===== src/rtl/ioport2_msg_pkg.sv =====
// ioport2 64-bit message layout shared by the register-port requester and core.
// Field positions, FSM state encoding and pack/unpack helpers.
package ioport2_msg_pkg;

  localparam int MSG_W       = 64;
  localparam int ADDR_W      = 20;
  localparam int DATA_W      = 32;
  localparam int BIT_RD_RESP = 63;
  localparam int BIT_WR_REQ  = 62;
  localparam int BIT_RD_REQ  = 61;
  localparam int BIT_HWORD   = 60;
  localparam int ADDR_LSB    = 32;

  typedef struct packed {
    logic              rd_response;
    logic              wr_request;
    logic              rd_request;
    logic              half_word;
    logic [7:0]        rsvd;
    logic [ADDR_W-1:0] addr;
    logic [DATA_W-1:0] data;
  } ioport2_msg_t;

  typedef enum logic [1:0] {
    ST_IDLE,
    ST_SEND,
    ST_WAIT,
    ST_DONE
  } rp_state_e;

  function automatic logic [MSG_W-1:0] msg_encode(
    input logic              rd_resp,
    input logic              wr_req,
    input logic              rd_req,
    input logic              hword,
    input logic [ADDR_W-1:0] addr,
    input logic [DATA_W-1:0] data
  );
    ioport2_msg_t m;
    m.rd_response = rd_resp;
    m.wr_request  = wr_req;
    m.rd_request  = rd_req;
    m.half_word   = hword;
    m.rsvd        = 8'h00;
    m.addr        = addr;
    m.data        = data;
    return m;
  endfunction

  function automatic logic msg_rd_response(input logic [MSG_W-1:0] m);
    return m[BIT_RD_RESP];
  endfunction

  function automatic logic msg_wr_request(input logic [MSG_W-1:0] m);
    return m[BIT_WR_REQ];
  endfunction

  function automatic logic msg_rd_request(input logic [MSG_W-1:0] m);
    return m[BIT_RD_REQ];
  endfunction

  function automatic logic msg_half_word(input logic [MSG_W-1:0] m);
    return m[BIT_HWORD];
  endfunction

  function automatic logic [ADDR_W-1:0] msg_addr(input logic [MSG_W-1:0] m);
    return m[ADDR_LSB +: ADDR_W];
  endfunction

  function automatic logic [DATA_W-1:0] msg_data(input logic [MSG_W-1:0] m);
    return m[DATA_W-1:0];
  endfunction

endpackage


===== src/rtl/regport_timeout_ctr.sv =====
// Read-response watchdog: cleared when a read leaves, counts while enabled,
// and pulses expire during the cycle the count sits at TIMEOUT_CYCLES-1.
module regport_timeout_ctr #(
  parameter int TIMEOUT_CYCLES = 4096
) (
  input  logic clk,
  input  logic rst,
  input  logic clr,
  input  logic en,
  output logic expire
);

  localparam int CW = (TIMEOUT_CYCLES > 2) ? $clog2(TIMEOUT_CYCLES) : 1;
  localparam logic [CW-1:0] LAST = CW'(TIMEOUT_CYCLES - 1);

  logic [CW-1:0] r_cnt;

  always_ff @(posedge clk) begin
    if (rst || clr)
      r_cnt <= '0;
    else if (en && (r_cnt != LAST))
      r_cnt <= r_cnt + 1'b1;
  end

  assign expire = en && (r_cnt == LAST);

endmodule


===== src/rtl/pcie_regport_requester.sv =====
// BAR-side requester: packs one register access into an ioport2 message,
// waits for the matching read response (or a timeout) and returns read data.
module pcie_regport_requester
  import ioport2_msg_pkg::*;
#(
  parameter int          TIMEOUT_CYCLES = 4096,
  parameter logic [31:0] TIMEOUT_DATA   = 32'hDEAD_BEEF
) (
  input  logic        clk,
  input  logic        rst,
  input  logic        req_valid,
  output logic        req_ready,
  input  logic        req_write,
  input  logic        req_hword,
  input  logic [19:0] req_addr,
  input  logic [31:0] req_wdata,
  output logic        resp_valid,
  output logic [31:0] resp_rdata,
  output logic        resp_timeout,
  output logic [63:0] msgo_tdata,
  output logic        msgo_tvalid,
  input  logic        msgo_tready,
  input  logic [63:0] msgi_tdata,
  input  logic        msgi_tvalid,
  output logic        msgi_tready,
  output logic [15:0] timeout_count,
  output logic [15:0] drop_count
);

  rp_state_e   r_state;
  logic        r_req_ready;
  logic        r_write;
  logic [63:0] r_msgo_tdata;
  logic        r_msgo_tvalid;
  logic        r_resp_valid;
  logic [31:0] r_resp_rdata;
  logic        r_resp_timeout;
  logic [15:0] r_timeout_count;
  logic [15:0] r_drop_count;

  logic w_rsp_hit;
  logic w_drop;
  logic w_tmr_clr;
  logic w_tmr_en;
  logic w_expire;
  logic w_unused;

  assign w_rsp_hit = msgi_tvalid && msg_rd_response(msgi_tdata) && (r_state == ST_WAIT);
  assign w_drop    = msgi_tvalid && !w_rsp_hit;
  assign w_tmr_clr = (r_state == ST_SEND) && msgo_tready && !r_write;
  assign w_tmr_en  = (r_state == ST_WAIT);
  assign w_unused  = ^msgi_tdata[62:32];

  regport_timeout_ctr #(
    .TIMEOUT_CYCLES(TIMEOUT_CYCLES)
  ) u_tmr (
    .clk    (clk),
    .rst    (rst),
    .clr    (w_tmr_clr),
    .en     (w_tmr_en),
    .expire (w_expire)
  );

  always_ff @(posedge clk) begin
    if (rst) begin
      r_state         <= ST_IDLE;
      r_req_ready     <= 1'b1;
      r_write         <= 1'b0;
      r_msgo_tdata    <= '0;
      r_msgo_tvalid   <= 1'b0;
      r_resp_valid    <= 1'b0;
      r_resp_rdata    <= '0;
      r_resp_timeout  <= 1'b0;
      r_timeout_count <= '0;
      r_drop_count    <= '0;
    end else begin
      r_resp_valid <= 1'b0;
      if (w_drop && (r_drop_count != 16'hFFFF))
        r_drop_count <= r_drop_count + 16'd1;

      case (r_state)
        ST_IDLE: begin
          if (req_valid) begin
            r_write       <= req_write;
            r_msgo_tdata  <= msg_encode(1'b0, req_write, !req_write, req_hword,
                                        req_addr, req_write ? req_wdata : 32'h0);
            r_msgo_tvalid <= 1'b1;
            r_req_ready   <= 1'b0;
            r_state       <= ST_SEND;
          end
        end
        ST_SEND: begin
          if (msgo_tready) begin
            r_msgo_tvalid <= 1'b0;
            // Writes are posted: no completion, straight back to idle.
            if (r_write) begin
              r_req_ready <= 1'b1;
              r_state     <= ST_IDLE;
            end else begin
              r_state     <= ST_WAIT;
            end
          end
        end
        ST_WAIT: begin
          if (w_rsp_hit) begin
            r_resp_rdata   <= msg_data(msgi_tdata);
            r_resp_timeout <= 1'b0;
            r_resp_valid   <= 1'b1;
            r_state        <= ST_DONE;
          end else if (w_expire) begin
            r_resp_rdata   <= TIMEOUT_DATA;
            r_resp_timeout <= 1'b1;
            r_resp_valid   <= 1'b1;
            if (r_timeout_count != 16'hFFFF)
              r_timeout_count <= r_timeout_count + 16'd1;
            r_state        <= ST_DONE;
          end
        end
        ST_DONE: begin
          r_req_ready <= 1'b1;
          r_state     <= ST_IDLE;
        end
        default: r_state <= ST_IDLE;
      endcase
    end
  end

  // Ready is held low for the whole reset window, not just after the first edge.
  assign req_ready     = r_req_ready && !rst;
  assign msgo_tdata    = r_msgo_tdata;
  assign msgo_tvalid   = r_msgo_tvalid;
  assign resp_valid    = r_resp_valid;
  assign resp_rdata    = r_resp_rdata;
  assign resp_timeout  = r_resp_timeout;
  assign msgi_tready   = 1'b1;
  assign timeout_count = r_timeout_count;
  assign drop_count    = r_drop_count;

endmodule


===== config.mk =====
export PLATFORM = sky130hd
export DESIGN_NAME = pcie_regport_requester
export DESIGN_NICKNAME = d
export VERILOG_FILES = /design/src/rtl/ioport2_msg_pkg.sv /design/src/rtl/regport_timeout_ctr.sv /design/src/rtl/pcie_regport_requester.sv
export SDC_FILE = /design/constraint.sdc
export NUM_CORES = 1
export LEC_CHECK = 0
export CAP_MARGIN = 15
export CORE_MARGIN = 2
export CORE_UTILIZATION = 45
export DETAILED_ROUTE_END_ITERATION = 16
export HOLD_SLACK_MARGIN = 0.15
export PLACE_DENSITY = 0.87
export SLEW_MARGIN = 20
export SYNTH_ARGS = -nofsm -noshare
export SYNTH_HDL_FRONTEND = slang
export SYNTH_SLANG_ARGS = --single-unit

===== constraint.sdc =====
create_clock -name clk -period 5 [get_ports clk]
set_input_delay 1.5 -clock clk [delete_from_list [all_inputs] [get_ports clk]]
set_output_delay 1.5 -clock clk [all_outputs]
set_load 0.05 [all_outputs]

Word level (Yosys, flattened, before mapping):

Cells that the tools add are included.

* bitwise logic cells: 2
* mux-type cells: 20
* $lt $le $gt $ge: 0
* $mul: 0
* divide/modulo/power cells: 0
* reduce and logical (&&, ||, !) cells: 25
* add/subtract/negate cells: 3
* shift-type cells: 0
* equal/unequal tests: 11

Operators by type and width (count)
* $mux W32: 3
* $add A16 B1 Y16 const B: 2
* $ne A16 B16 Y1 const B: 2
* $add A12 B1 Y12 const B: 1
* $eq A12 B12 Y1 const B: 1
* $ne A12 B12 Y1 const B: 1
* $mux W2: 5
* $logic_and A1 B1 Y1: 9
* $mux W1: 9
* $pmux W2 S4: 1
* $reduce_and A4 Y1: 2
* $ne A2 B2 Y1 const B: 3
* $reduce_and A3 Y1: 2
* $eq A2 B2 Y1 const B: 2
* $logic_not A1 Y1: 4
* $reduce_and A2 Y1: 2
* $reduce_bool A2 Y1: 2
* $ne A3 B3 Y1 const B: 1
* $pmux W1 S3: 1
* $reduce_bool A3 Y1: 1
* $eq A2 B1 Y1 const B: 1
* $logic_not A2 Y1: 1
* $not A1 Y1: 2
* $pmux W1 S2: 1
* 2 further kinds: 2

* bits in read-only memories: 0
* RAM bits: 0
* bits in registers: 138
* word-level logic and storage cells: 72
* bits in latches: 0
* memories kept: 0

Logic depth before layout (Yosys ltp):

Gate-level depths: netlist (run 1).

* word-level depth: 5
* mapped depth: 8

Modules after synthesis:

From an unflattened synthesis (run 1), not the netlist that was laid out.

* cell total of the unflattened synthesis: 647
* area, all modules: 5736.8 µm²

Modules (own cells, without submodules)
* pcie_regport_requester: instances 1, cells an instance 578, area an instance 5083.6 µm²
* regport_timeout_ctr: instances 1, cells an instance 69, area an instance 653.1 µm²

Worst setup path before layout (run 1):

No wires, ideal clock.

* path type: input port to output port
* start: input rst
* end: output req_ready
* arrival time: 2.576 ns
* cell stages on the path: 3
* buffers on the path: 2
* path slack: 0.924 ns
* cell sequence: clkbuf_1 -> clkbuf_1 -> nor2b_1

* longest elaborated chain between the ends: 2

RTL lines
* from (decl): RTL line pcie_regport_requester.sv:10 `input logic rst,`
* $logic_not A1 Y1: RTL line pcie_regport_requester.sv:129 `assign req_ready = r_req_ready && !rst;`
* $logic_and A1 B1 Y1: RTL line pcie_regport_requester.sv:129
* to (decl): RTL line pcie_regport_requester.sv:12 `output logic req_ready,`

No other way between the ends.

Final worst setup path (run 1):

Ends and elaborated chain as after synthesis.

==> run summary, run 1 <==
The worst-case headroom to the max-slew limit is 0.298. On the critical path, the stage with the largest delay is an instance of clkdlybuf4s50_1. The layout overhead on the synthesized area is 49.3%. The clock net sink count is 137. The die covers 0.0132 mm2. The number of buffers on the longest clock path came out at 2. STA classifies the critical path endpoint as an output port. Setup repair after global routing left no endpoint under its margin. Gates resized during post-CTS repair numbered 0. By startpoint and endpoint, the worst setup path is classified as primary input to output port.

The Yosys warning count is 0. For this run, global-route usage on met2 was measured as 0.371. The clock period could shrink to 4.07 ns. The quantity of I/O buffers inserted on ports came out at 214.

The power density over the cells is 338 mW/mm2. STA classifies the critical path startpoint as a primary input. The kind of cell adding the most delay to the critical path is buffers and inverters. The met3 layer usage reported by global route came out at 0.113.

The floorplan has 40 rows. The number of antenna diodes came out at 0. The via count of the first global-routing pass is 5171. The placed cell count came out at 994. The detailed-placement wirelength estimate came out at 10.6 mm. The initial antenna violation count was 1.

The area taken by multi-input logic gates is 0.00257 mm2. The total count of max-transition violations in the final report is 0. Among all flip-flop cells after synthesis, the most frequent one is dfxtp_1. Summed over all cells, the static leakage comes to 0.00288 uW. Each instance of the synthesized netlist takes up on average 8.25 um2.

The first-pass iteration count of the detailed router came out at 4. The share of synthesized registers carrying an async set or reset is 0. The worst path buffer plus inverter count came out at 2. The run finished with clean final reports. In this run the worst hold path is classified as register to register. The initial utilization of the core area, before any placement, comes to 0.461. After technology mapping, the gate count stands at 672. The all-layer global routing usage came out at 0.236. In this run, synthesis produced a sequential element count of 137. The number of different library cells in the post-synthesis netlist is 49. The transition time of the tightest slew-check pin is 1.05 ns.

Across the VDD grid, the largest voltage drop is 260 uV. The chip height is 115 um. The depth of the CTS H-tree is 4. The upper clock frequency limit is 246 MHz. The number of enable-type register cells in the synthesized netlist is 0. The total clock buffers created by CTS is 17. The worst-case hold slack came out at 0.451 ns.

After clock tree synthesis, the setup repair step added 0 buffers. The largest net degree at the start of global routing is 96. The post-detailed-route count of antenna-violating nets is 0.

The library cell used as clock root buffer is clkbuf_16. For this design, the CTS-stage hold fixing added 0 buffers. The number of design rule violations left after detail routing is 0. The total congestion overflow came out at 0. The I/O pin count is 256. The layout net count is 992. The share of the cycle needed by the critical path after routing came out at 0.815. The sequential fraction of the synthesis area came out at 0.495. The final layout contains routed wiring with a total length of 15.4 mm. The number of failing hold endpoints at the final stage is 0. The floorplan step set the die width to 115 um. The register cell area after layout came out at 0.00274 mm2. The highest net fanout along the worst path came out at 2. The data arrival time of the critical path is 2.57 ns. The count of endpoints failing setup in the final report came out at 0.

Across the routed clock network, the largest skew measured is 0.00847 ns. After global routing, the most crowded layer is met2. The signal on the critical path passes through buf_4 > nor2b_1 > clkdlybuf4s50_1. The average vias per placed instance is 5.30. The later-pin clock latency in the skew report came out at 0.41 ns. The tool flagged a number of max-cap violations equal to 0.

The core footprint is 0.0120 mm2. On the worst path, the slowest cell contributes a delay of 0.82 ns. The first-pass GRT wire length came out at 24.7 mm. The number of filler cells placed in the layout came out at 955. The met1 layer usage reported by global route came out at 0.272. Across all layers, the routed design uses 5436 vias. TritonCTS built the clock tree.

The average routed wire per standard cell came out at 15.0 um. In the final timing run, aggregate negative setup slack is 0 ns. The congestion estimate from routability-driven global placement came to 0.857.

In this run the cell area of the synthesized design comes to 0.00554 mm2. The clock transition at the registers of the reported paths came out at 0.06 ns. The detailed router finished its first iteration with 453 violations.

Power comes to 2800 uW. The required arrival time at the worst endpoint is 3.50 ns. The count of placed standard cells in the final layout, fillers left out came out at 1025. The fraction of final layout cells with drive strength greater than 1 is 0.0581.
[layer usage]
metal	routed length (um)	vias up	part of all wire
met5	11	-	0.00071
met2	7100	222	0.46
met1	6160	2483	0.40
li1	-	2699	-
met4	409	2	0.027
met3	1720	30	0.11
[cell families (layout without fill, tap and decap cells)]
family | count (synthesis) | in the layout | synth area share
and+or+nand+nor | 335 | 335 | 0.285
DFF | 137 | 137 | 0.495
adders and majority gates | 3 | 3 | 0.00677
xor gates and xnor gates | 21 | 21 | 0.0332
AOI/OAI and AO/OA | 113 | 113 | 0.120
buffers and inverters | 55 | 253 | 0.0476
other | 2 | 10 | 0.00135
muxes | 6 | 6 | 0.0115
[final cells by class]
class | instances | area share
Tap cell | 147 | 0.0222
Inverter | 3 | 0.00136
Clock inverter | 13 | 0.0186
Multi-Input combinational cell | 488 | 0.311
Sequential cell | 137 | 0.331
Timing Repair Buffer | 219 | 0.262
Clock buffer | 18 | 0.0531
[report_power, final]
| part | leakage (uW) | switching [uW] | internal (uW) |
|---|---|---|---|
| Combinational | 0.00149 | 249 | 151 |
| Sequential | 0.00111 | 24.0 | 1130 |
| Clock | 0.000283 | 459 | 789 |
[registers in the layout, indices dropped and copies added, names as in the netlist, named ones only]
signal         cells
resp_valid         1
drop_count        16
msgo_tdata        54
r_write            1
timeout_count     16
u_tmr.r_cnt       12
r_req_ready        1
r_state            1
msgo_tvalid        1
resp_timeout       1
resp_rdata        32
[placed cells by master (no fill, tap or decap), drive strengths merged, types with 8 or more instances in the layout]
master	Yosys	layout
nor3	31	31
nor2	97	97
or4	8	8
xnor2	14	14
clkdlybuf4s50	0	212
a211oi	10	10
clkbuf	33	18
a21oi	72	72
nand3	52	52
nand2	92	92
and4	10	10
dfxtp	137	137
conb	2	10
nand4	10	10
a22oi	8	8
[path summary, 6_finish.rpt]
kind,cells after the start,startpoint,endpoint,slack [ns]
worst max-delay path,3,rst,req_ready,0.93
worst min-delay path,2,msgo_tdata[49],msgo_tdata[49],0.45
worst max register to register,6,r_state[0],resp_rdata[13],2.73
worst min register to register,2,msgo_tdata[49],msgo_tdata[49],0.45
[metrics by stage]
| step | area, um2 | utilization | worst slack [ns] |
|---|---|---|---|
| floorplan | 5570 | - | 0.924 |
| global placement | 7690 | 0.640 | 0.885 |
| detailed placement | 7690 | 0.640 | 0.895 |
| CTS | 8280 | 0.689 | 0.895 |
| global route | 8280 | 0.689 | 0.886 |
| finish | 8280 | 0.689 | 0.927 |
[cells in the mapped netlist (7+ instances only)]
cell,instances,share of area
nor3_1,31,0.028
o31ai_1,7,0.0095
xnor2_1,14,0.022
nand4_1,10,0.011
nor4_1,7,0.0079
clkbuf_1,33,0.022
and4_1,10,0.016
nand3_1,52,0.047
a21oi_1,72,0.065
a211oi_1,10,0.014
xor2_1,7,0.011
dfxtp_1,137,0.49
or4_1,7,0.0095
buf_4,11,0.015
nor2_1,97,0.066
nand2_1,90,0.061
a22oi_1,8,0.011
[worst min-delay path: stages (launching register included)]
cell and delay (ns):
dfxtp_1 0.30, nand2_1 0.05, a21oi_1 0.05
(Power assumes the default switching activity.)
==> inputs of run 2 (changes only) <==
Settings changed: CORE_UTILIZATION 45 to 41, PLACE_DENSITY 0.87 to 0.81.
Clock period 5 ns to 4.3 ns, I/O delays scaled along.
==> run 2 against run 1 <==
Compared with the run above: critical path depth did not move; clock power grew 10%; sequential share of layout area fell by 0.13 points; combinational power grew 17%; setup slack gained 0.25 ns; via count is essentially flat; final cell count increased by 3.3%; clock skew down 0.0024 ns; routed wire length rose by 0.55%; first-iteration DRC count decreased by 33%; utilization shrank 6.2 points; die area is 9.4% higher.
==> run summary, run 2 (same netlist as run 1, synthesis figures left out) <==
The average vias per placed instance came out at 5.13. The total number of vias is 5437. Of all nets on the critical path, the largest fanout is 14. The met3 layer usage reported by global route is 0.111. At the placement stage, the worst setup path has a slack of 0.783 ns. The layout net count is 995. The total clock buffers created by CTS came out at 17. The core footprint came out at 0.0132 mm2.

Setup repair after global routing left no endpoint under its margin. The flow ran to the end, and the final reports show no timing, DRC or antenna violations. The flop-to-flop setup slack came out at 1.97 ns. The register with the most flip-flops in the layout has 54 of them.

The met2 global-route usage came out at 0.352. The number of buffers inserted by post-CTS setup repair came out at 0. The later-pin clock latency in the skew report is 0.42 ns. The number of filler cells placed in the layout is 1130. Entering global routing, the biggest net connects 62 pins.

Measured along the y axis, the die boundary spans 120 um. The endpoint class of the critical path is an output port. The worst clock skew came out at 0.00604 ns.

VDD sags by at most 326 uV. The total count of max-transition violations in the final report came out at 0. The transition time of the tightest slew-check pin is 0.836 ns. The quantity of I/O buffers inserted on ports came out at 214. The count of endpoints failing setup in the final report is 0. The violation count after the first detailed-routing iteration is 303.

In the final routed layout, each cell accounts on average for 14.6 um. Post-CTS repair changed the size of 0 cells. The first detailed-routing pass took 4 iterations. In this run, post-CTS hold repair placed 0 buffers. Summed over all cells, the static leakage comes to 0.00288 uW.

The number of buffers on the longest clock path is 2. The register cell area after layout came out at 0.00274 mm2. The initial antenna violation count is 1. The number of failing hold endpoints at the final stage is 0. The H-tree was split into 4 levels.

The share of the cycle needed by the critical path after routing came out at 0.726. CTS placed an instance of clkbuf_16 at the clock tree root. The initial core utilization came out at 0.419. The cell area reported after detailed placement is 0.00774 mm2. The total congestion overflow came out at 0.

The library cell used most frequently in the layout, excluding fill and tap cells, is clkdlybuf4s50_1. The detail route stage leaves a number of antenna-violating nets equal to 0. The die area came out at 0.0145 mm2. TritonCTS built the clock tree. STA classifies the critical path startpoint as a primary input. The worst pin sits at a relative slew slack of 0.441. The post-detailed-routing wire length is 15.5 mm. The via count of the first global-routing pass is 5243. The area taken by multi-input logic gates came out at 0.00257 mm2. At the worst endpoint, the required time is 3.01 ns. The met1 layer usage reported by global route came out at 0.251. The first-pass GRT wire length came out at 25.4 mm. The row count is 42. The layout overhead on the synthesized area came out at 49.9%.

In the layout the commonest cells are clkdlybuf4s50_1 (212), dfxtp_1 (137), nor2_1 (96). The fraction of final layout cells with drive strength greater than 1 is 0.0624. In the routed design, unresolved DRC markers number 0.

The minimum setup slack in the final design is 1.18 ns. For this design, the sink count on the clock tree is 137. The total negative slack for setup checks is 0 ns. After routing the design area is 0.00831 mm2. The min-delay analysis places its worst path in the category register to register.

The data arrival time of the critical path came out at 1.83 ns. The busiest layer in global routing is met2. After clock tree synthesis, the clock-pin slew on the worst setup and hold paths is 0.06 ns.

The chip width came out at 120 um. For this design the top-level I/O count stands at 256. Max-cap violations in this run came to 0. The critical path is of the primary input to output port type.

The upper clock frequency limit is 320 MHz. At the end of routability-driven placement, the weighted congestion stood at 0.816. The shortest clock period the worst path allows after layout came out at 3.12 ns. The power density over the cells came out at 384 mW/mm2. The all-layer global routing usage is 0.219.

Once detailed placement completed, the half-perimeter wirelength came to 10.5 mm.
## run 2: path summary, 6_finish.rpt
kind	from	end	cells past startpoint
worst max register to register	r_state[0]	resp_rdata[23]	6
worst max-delay path	rst	req_ready	3
worst min register to register	msgo_tdata[13]	msgo_tdata[13]	2
worst min-delay path	msgo_tdata[13]	msgo_tdata[13]	2
## run 2: critical path, stage by stage
cell and delay [ns]:
buf_4 0.18, nor2b_1 0.14, buf_4 0.22
## run 2: per-stage QoR
stage                     std cells  total power (uW)  utilization  hold WS [ns]
final                          1059              3190        0.628         0.448
after global routing           1059              3320        0.628         0.471
after CTS                      1058              3220        0.627         0.451
after detailed placement       1026              1840        0.585         0.443
after global placement         1026              1830        0.585         0.437
after floorplan                 680              1650            -         0.440
## run 2: report_power, final
part           internal (uW)  leakage [uW]  total [uW]  switching, uW
Sequential              1310       0.00111        1340           27.3
Clock                    811      0.000269        1380            568
Combinational            179       0.00150         469            290
Total                   2300       0.00288        3190            886
## run 2: metal layers
metal	vias to the layer above	part of all wire
met3	28	0.11
li1	2705	-
met4	0	0.022
met2	203	0.45
met5	-	0
met1	2501	0.41
## run 2: cell type report
cell class / count / share of cell area
sequential: 137 / 0.330
multi-input combinational: 488 / 0.310
timing repair buffer: 222 / 0.264
clock buffer: 18 / 0.0528
tap: 176 / 0.0265
clock inverter: 14 / 0.0149
inverter: 3 / 0.00136
antenna: 1 / 0.000301
==> inputs of run 3 (changes only) <==
Settings changed: CORE_UTILIZATION 41 to 37, PLACE_DENSITY 0.81 to 0.77.
Clock period 4.3 ns to 2.7 ns, I/O delays scaled along.
==> run 3 against run 2 <==
Compared with the run above: worst hold slack better by 0.00053 ns; first-iteration DRC count fell by 2.0%; routed wire length is 3.0% lower; critical path type is now register to output port; largest cell class unchanged.
==> run summary, run 3 (same netlist as run 1, synthesis figures left out) <==
The worst-case hold slack is 0.449 ns. The worst path buffer plus inverter count is 1. The total congestion overflow came out at 0. The violation count after the first detailed-routing iteration came out at 297. The final standard cell area without fillers is 0.00839 mm2. The row count is 44. The routed design has 15.0 mm of wire.

The core footprint is 0.0146 mm2. After clock tree synthesis, the clock-pin slew on the worst setup and hold paths is 0.06 ns. The path class of the lowest-slack min-delay path is register to register.

The tree is rooted in a clkbuf_16. Power spread over the standard cell area amounts to 594 mW/mm2. The launching element type of the critical path is a register. The worst-case headroom to the max-slew limit came out at 0.532.

For hold timing, the worst endpoint is msgo_tdata[30]. The initial core utilization is 0.380. The number of filler cells placed in the layout is 1295. The initial antenna violation count was 0. The later-pin clock latency in the skew report is 0.41 ns. After detailed routing, the number of remaining DRC violations is 0. The chip height is 126 um. TritonCTS built the clock tree. The average routed wire per standard cell is 14.0 um. In this run the critical register-to-register path is launched from u_tmr.r_cnt[0]. The worst hold path depth is 2. The post-cts resize count is 0. The placer's final routability congestion estimate came out at 0.797. Summing all placed instances gives a cell area of 0.00785 mm2.

The critical path goes through clkdlybuf4s50_1. The H-tree was split into 4 levels. Along the worst path, the maximum fanout reaches 8. The number of max-cap violations is 0. The via count of the first global-routing pass came to 5084. The flop-to-flop setup slack came out at 0.56 ns. The total count of max-transition violations in the final report was 0. At the end of the flow the core is filled with cells to 0.575.

The post-cts hold buffer count is 0. The layout overhead on the synthesized area came out at 51.4%. The number of buffers inserted by post-CTS setup repair is 0. The layout net count is 1001. The post-detailed-route count of antenna-violating nets came out at 0.

The chip width is 126 um. The number of failing hold endpoints at the final stage is 0. The launch point of the worst hold path is msgo_tdata[30].

In this design, the stage delay of the slowest critical-path cell is 0.86 ns. Summed over all failing endpoints, the final setup total negative slack is 0 ns. The library cell used most frequently in the layout, excluding fill and tap cells, is clkdlybuf4s50_1. The detailed-placement wirelength estimate is 10.4 mm. The share of the cycle needed by the critical path after routing is 0.948. On the critical path the largest part of the delay comes from buffers and inverters.

The shortest clock period the worst path allows after layout came out at 2.56 ns. The slowest stage of the critical path belongs to the cell clkdlybuf4s50_1. The all-layer global routing usage came out at 0.187. CTS saw 137 sinks.

The die covers 0.0160 mm2. The fraction of final layout cells with drive strength greater than 1 came out at 0.0676. The data arrival time of the critical path came out at 1.75 ns.

Setup repair after global routing left no endpoint under its margin. The worst clock skew came out at 0.00695 ns. The count of buffers added on input and output ports is 214.

In this run the count of I/O pins placed on the die edge is 256. Timing would allow up to 391 MHz. The worst register-to-register path ends at timeout_count[14]. The static leakage power came out at 0.00291 uW. The pre-CTS setup slack came out at 0.0385 ns. The first global-routing pass estimated 24.5 mm of wire. Using the TritonRoute via totals, the vias-per-cell ratio works out to 5.04. The total number of vias is 5401. The transition time of the tightest slew-check pin is 0.702 ns. The run finished with clean final reports.

The length in cells of the worst reg-to-reg path came out at 6. The number of antenna diodes is 0. The first detailed-routing pass took 4 iterations. Leaving out fill and tap cells, the most frequent cells in the layout are clkdlybuf4s50_1 (212), dfxtp_1 (137), nor2_1 (96). The critical path is of the register to output port type. The flip-flop count of the largest register, all copies and words added is 54. The count of endpoints failing setup in the final report is 0. The number of buffers on the longest clock path is 2. The largest net degree at the start of global routing came out at 66. The required arrival time at the worst endpoint came out at 1.89 ns. Setup slack closes at 0.140 ns.

The endpoint class of the critical path is an output port. The maximum vdd ir drop is 403 uV. The total clock buffers created by CTS came out at 17.
[run 3: cell type report]
cell class                      instances  area, um2  share of cell area
Clock inverter                         13       97.6              0.0116
Timing Repair Buffer                  228       2290               0.273
Clock buffer                           19        443              0.0528
Tap cell                              184        230              0.0274
Sequential cell                       137       2740               0.327
Multi-Input combinational cell        488       2570               0.307
Inverter                                3       11.3             0.00134
[run 3: power breakdown]
group	switching (uW)	internal, uW
clock	886	1200
sequential	44.4	2090
combinational	462	300
[run 3: per-stage QoR]
stage               total power (uW)  std cells
global placement                2940       1040
CTS                             5050       1072
finish                          4980       1072
floorplan                       2620        680
global route                    5200       1072
detailed placement              2940       1040
[run 3: per-layer routing]
layer  global-route usage  vias to the layer above  wire (um)
met1                0.231                     2486       6380
met4               0.0407                        0         57
met5                    0                        -          0
li1                     -                     2719          -
met2                0.289                      191       6790
met3                0.102                        5       1790
[run 3: how the worst max path moves through the flow]
stage                          start               end  slack [ns]  depth (start not counted)
floorplan                        rst         req_ready       0.004                          3
global placement         msgi_tvalid  timeout_count[7]        0.04                          7
detailed placement       msgi_tvalid  timeout_count[6]        0.04                          7
CTS                 timeout_count[7]  timeout_count[7]        0.12                          1
global route        timeout_count[7]  timeout_count[7]        0.08                          1
finish              timeout_count[7]  timeout_count[7]        0.14                          1
[run 3: worst min-delay path: stages, from the launching register on]
cell	delay, ns
dfxtp_1	0.30
nand2_1	0.05
a21oi_1	0.05
